## src/rtl/sort4_compare_ctrl.sv

```systemverilog
// Four-byte bubble sorter with a single shared 8-bit magnitude comparator.
// One compare per CMP cycle, early exit when a pass makes no swap.

module compare8_assign (
  input  logic [7:0] a,
  input  logic [7:0] b,
  output logic       re,
  output logic       reb,
  output logic       eq
);
  assign re  = (a > b);
  assign reb = (a < b);
  assign eq  = (a == b);
endmodule

module sort4_compare_ctrl #(
  parameter bit ASCEND = 1'b1
) (
  input  logic        clock,
  input  logic        rst_n,
  input  logic        start,
  input  logic [31:0] din,
  output logic        busy,
  output logic        done,
  output logic [31:0] dout,
  output logic [2:0]  swap_cnt
);

  typedef enum logic [1:0] {IDLE, CMP, DONE} state_t;

  state_t          state, state_nxt;
  logic [3:0][7:0] elems;
  logic [3:0][7:0] swapped_elems;
  logic [1:0]      pass;
  logic [1:0]      j;
  logic [1:0]      j_right;
  logic            pass_swap;
  logic [2:0]      cnt;
  logic [7:0]      left, right;
  logic            re, reb, eq;
  logic            do_swap;
  logic            last_cmp;
  logic            pass_dirty;
  logic            finish;

  compare8_assign u_cmp (
    .a   (left),
    .b   (right),
    .re  (re),
    .reb (reb),
    .eq  (eq)
  );

  // Select the current pair, decide the swap and form the post-compare element set.
  always_comb begin
    j_right       = j + 2'd1;
    left          = elems[j];
    right         = elems[j_right];
    do_swap       = (ASCEND ? re : reb) & ~eq;
    last_cmp      = (j == (2'd3 - pass));
    pass_dirty    = pass_swap | do_swap;
    finish        = last_cmp & (~pass_dirty | (pass == 2'd3));
    swapped_elems = elems;
    if (do_swap) begin
      swapped_elems[j]       = right;
      swapped_elems[j_right] = left;
    end
  end

  // State register.
  always_ff @(posedge clock or negedge rst_n) begin
    if (!rst_n) state <= IDLE;
    else        state <= state_nxt;
  end

  // Next-state and status outputs.
  always_comb begin
    state_nxt = state;
    busy      = 1'b0;
    done      = 1'b0;
    case (state)
      IDLE: if (start) state_nxt = CMP;
      CMP: begin
        busy = 1'b1;
        if (finish) state_nxt = DONE;
      end
      DONE: begin
        done      = 1'b1;
        state_nxt = IDLE;
      end
      default: state_nxt = IDLE;
    endcase
  end

  // Element registers, pass/pair bookkeeping and result capture.
  always_ff @(posedge clock or negedge rst_n) begin
    if (!rst_n) begin
      elems     <= '0;
      pass      <= '0;
      j         <= '0;
      pass_swap <= 1'b0;
      cnt       <= '0;
      dout      <= '0;
      swap_cnt  <= '0;
    end else begin
      case (state)
        IDLE: if (start) begin
          elems     <= din;
          cnt       <= '0;
          pass_swap <= 1'b0;
          pass      <= 2'd1;
          j         <= '0;
        end
        CMP: begin
          elems <= swapped_elems;
          cnt   <= cnt + {2'b00, do_swap};
          if (last_cmp) begin
            if (finish) begin
              dout     <= swapped_elems;
              swap_cnt <= cnt + {2'b00, do_swap};
            end else begin
              pass      <= pass + 2'd1;
              j         <= '0;
              pass_swap <= 1'b0;
            end
          end else begin
            j         <= j + 2'd1;
            pass_swap <= pass_dirty;
          end
        end
        default: ;
      endcase
    end
  end

endmodule

```

## config.mk

```make
export PLATFORM = sky130hd
export DESIGN_NAME = sort4_compare_ctrl
export DESIGN_NICKNAME = d
export VERILOG_FILES = /design/src/rtl/sort4_compare_ctrl.sv
export SDC_FILE = /design/constraint.sdc
export NUM_CORES = 1
export LEC_CHECK = 0
export ABC_AREA = 0
export ABC_CLOCK_PERIOD_IN_PS = 5400
export BUFFER_PORTS_ARGS = -buffer_cell sky130_fd_sc_hd__buf_2
export CELL_PAD_IN_SITES_DETAIL_PLACEMENT = 1
export CELL_PAD_IN_SITES_GLOBAL_PLACEMENT = 2
export CORE_ASPECT_RATIO = 0.5
export CORE_UTILIZATION = 36
export DETAILED_ROUTE_END_ITERATION = 10
export GPL_TIMING_DRIVEN = 1
export PLACE_DENSITY_LB_ADDON = 0.1
export SLEW_MARGIN = 0
export SYNTH_ARGS = -nofsm -noshare
export SYNTH_HDL_FRONTEND = slang
export SYNTH_SLANG_ARGS = --single-unit
```

## constraint.sdc

```tcl
create_clock -name clock -period 5.4 [get_ports clock]
set_input_delay 0.27 -clock clock [delete_from_list [all_inputs] [get_ports clock]]
set_output_delay 0.27 -clock clock [all_outputs]
set_load 0.1 [all_outputs]
```

==> flow_summary.ini <==
[timing]
max_freq_ghz = 0.232
tns_ns = 0
rsz0062_at_grt = false
min_period_ns = 4.32
relSlewSlack_pct = 29.3
finalHoldViolCount = 0
drv_slew = 0
tightest_slew_ns = 1.06
finalClockSkew_ns = 0.00956
finalCritPeriodShare_pct = 79.9
finalSetupViolCount = 0

[clocking]
cts_tree = done
cts_root_buf = clkbuf_16
clk_pin_slew_ns = 0.07
cts_buffers = 9
insertion_delay_ns = 0.34
hold_buffers = 0
post_cts_buffers = 0
htree_num_levels = 3
clock_sinks = 77
clk_path_buf_depth = 2
cts_resized = 0

[die]
row_count = 29
die_y_um = 83.2
pin_count = 72
fp.coreArea_um2 = 12800
initial_core_util_pct = 37.1
die_width_um = 164
dieArea_um2 = 13700

[route]
postRouteAntennaNets = 0
drc = 0
drt_iter0_markers = 224
via_per_inst = 5.49
drt_first_pass_iters = 4
routed_wl_mm = 14.5
routedWlPerCell_um = 19.9
num_vias = 3994

[run_status]
outcome = finished, final reports clean

[setup_path]
reg2reg_slack_ns = 1.08
reg2reg_to = swap_cnt[2]$_DFFE_PN0P_
cp.arrival_ns = 4.54
reg2regPathDepth = 14
rr_startpoint = j[0]$_DFFE_PN0P_
start_kind = register
setup.worst_path.end_class = register
crit_fanout = 12
timing_worst_setup_path_type = reg -> reg
critPathRequiredTime_ns = 5.63

[logic_synthesis]
synth_cell_types = 38
syn_nets = 551
syn_area_per_cell_um2 = 9.54
netlist_area_um2 = 4740
synthCells = 497
seq_area_frac_synth_pct = 40.6
synth-seq-cells = 77
ys_warn_count = 0

[placement]
numPortBuffers = 71
dpl_cell_area_um2 = 5200
hpwl_mm = 10.3
place.gp.congestion = 0.832
dp_cells = 712

[finish]
nets = 607
fin_area_um2 = 5500
final_common_cell = dfrtp_1
layout-drive-gt1-share_pct = 20.8
diodes = 0
instances_no_fill = 727
area_growth_pct = 16.0
mostFrequentLayoutCells = dfrtp_1, buf_2, a21oi_1
nFillCells = 1493

[min_path]
hold_class = in -> async

[grt]
grt-ovfl-total = 0
grt_pass1_wl_mm = 23.4
antenna_found_initial = 0
grt_max_degree = 78
grt_pass1_vias = 3989
grtUsageTotal_pct = 22.6

[flow_run]
drv_cap = 0
## cell usage after synthesis
| cell | count | area (um2) |
|---|---|---|
| dfrtp_1 | 77 | 1930 |
| a21oi_1 | 56 | 280 |
| inv_1 | 52 | 195 |
| mux2i_1 | 37 | 370 |
| nor2b_1 | 31 | 194 |
| o22ai_1 | 31 | 194 |
| nor2_1 | 30 | 113 |
| a211oi_1 | 28 | 210 |
| ha_1 | 19 | 238 |
| nand2_1 | 18 | 67.6 |
| a22oi_1 | 15 | 113 |
| clkbuf_1 | 15 | 56.3 |
| o21ai_0 | 14 | 70.1 |
| mux4_2 | 9 | 203 |
| mux2_2 | 8 | 90.1 |
| buf_2 | 7 | 35.0 |
| mux2_1 | 6 | 67.6 |
| buf_1 | 5 | 18.8 |
| a21o_1 | 4 | 30.0 |
| buf_6 | 4 | 45.0 |
| nand2b_1 | 4 | 25.0 |
| buf_4 | 3 | 22.5 |
| nand3_1 | 3 | 15.0 |
| nor3_1 | 3 | 15.0 |
| xor2_1 | 3 | 26.3 |
| and4_1 | 2 | 17.5 |
| o21ai_1 | 2 | 10.0 |
| a22oi_2 | 1 | 12.5 |
| a2bb2oi_1 | 1 | 8.76 |
| and2_1 | 1 | 6.26 |
| clkinv_1 | 1 | 3.75 |
| nor3b_1 | 1 | 7.51 |
| o211a_1 | 1 | 10.0 |
| o211ai_1 | 1 | 7.51 |
| o211ai_2 | 1 | 12.5 |
| o21a_1 | 1 | 7.51 |
| o21ai_2 | 1 | 8.76 |
| o22a_1 | 1 | 8.76 |
## cells by family (layout without fill, tap and decap cells)
| family | after synthesis | after routing | synth area share (%) |
|---|---|---|---|
| mux | 60 | 60 | 15.4 |
| flops | 77 | 77 | 40.6 |
| fa+ha+maj | 19 | 19 | 5.01 |
| simple gates | 93 | 93 | 9.71 |
| xor+xnor | 3 | 3 | 0.554 |
| compound gates | 158 | 158 | 20.7 |
| buf+inv | 87 | 147 | 7.94 |
## worst max path at each step
stage | startpoint | end | cells past startpoint
2_1_floorplan | j[1]$_DFFE_PN0P_ | swap_cnt[2]$_DFFE_PN0P_ | 18
3_3_place_gp | j[0]$_DFFE_PN0P_ | swap_cnt[2]$_DFFE_PN0P_ | 14
3_5_place_dp | j[0]$_DFFE_PN0P_ | swap_cnt[2]$_DFFE_PN0P_ | 14
4_1_cts | j[0]$_DFFE_PN0P_ | swap_cnt[2]$_DFFE_PN0P_ | 14
5_1_grt | j[0]$_DFFE_PN0P_ | swap_cnt[2]$_DFFE_PN0P_ | 14
6_report | j[0]$_DFFE_PN0P_ | swap_cnt[2]$_DFFE_PN0P_ | 14
## sequential cells by signal (all words and copies together), names as in the netlist
| name | count |
|---|---|
| swap_cnt | 3 |
| state | 2 |
| pass_swap | 1 |
| pass | 2 |
| elems | 32 |
| dout | 32 |
| j | 2 |
| cnt | 3 |
## through the flow
step	setup WS [ns]	hold slack [ns]	util (%)
after CTS	1.10	0.157	43.1
after global placement	1.20	0.474	40.7
final	1.08	0.0828	43.1
after detailed placement	1.10	0.480	40.7
after global routing	0.821	0.197	43.1
after floorplan	1.31	-0.0256	-
## worst max-delay path, cell delays in order (launching register included)
cell and delay, ns:
dfrtp_1 0.34, inv_1 0.15, ha_1 0.57, mux4_2 0.59
inv_1 0.12, ha_1 0.24, nor2b_1 0.13, o211a_1 0.21
o211ai_2 0.26, and2_1 0.48, inv_1 0.22, ha_1 0.24
ha_1 0.22, xor2_1 0.17, mux2_1 0.27
## area by class of cell
cell class / instances / area, um2 / area share, %
multi-input combinational: 333 / 2440 / 44.4
sequential: 77 / 1930 / 35.0
timing repair buffer: 79 / 418 / 7.60
clock buffer: 10 / 239 / 4.35
tap: 170 / 213 / 3.87
inverter: 53 / 199 / 3.62
clock inverter: 5 / 60.1 / 1.09
## routing by layer
metal / GRT usage [%] / vias to the layer above / wire length (um)
met2: 30.9 / 106 / 5870
met4: 5.39 / 0 / 228
met1: 35.8 / 1996 / 7620
li1: - / 1875 / -
met3: 4.35 / 17 / 733
met5: 0 / - / 0
Power is left out: the tool's default activity adds up to more than one toggle a clock period on the data nets, which glitch-free logic cannot reach.
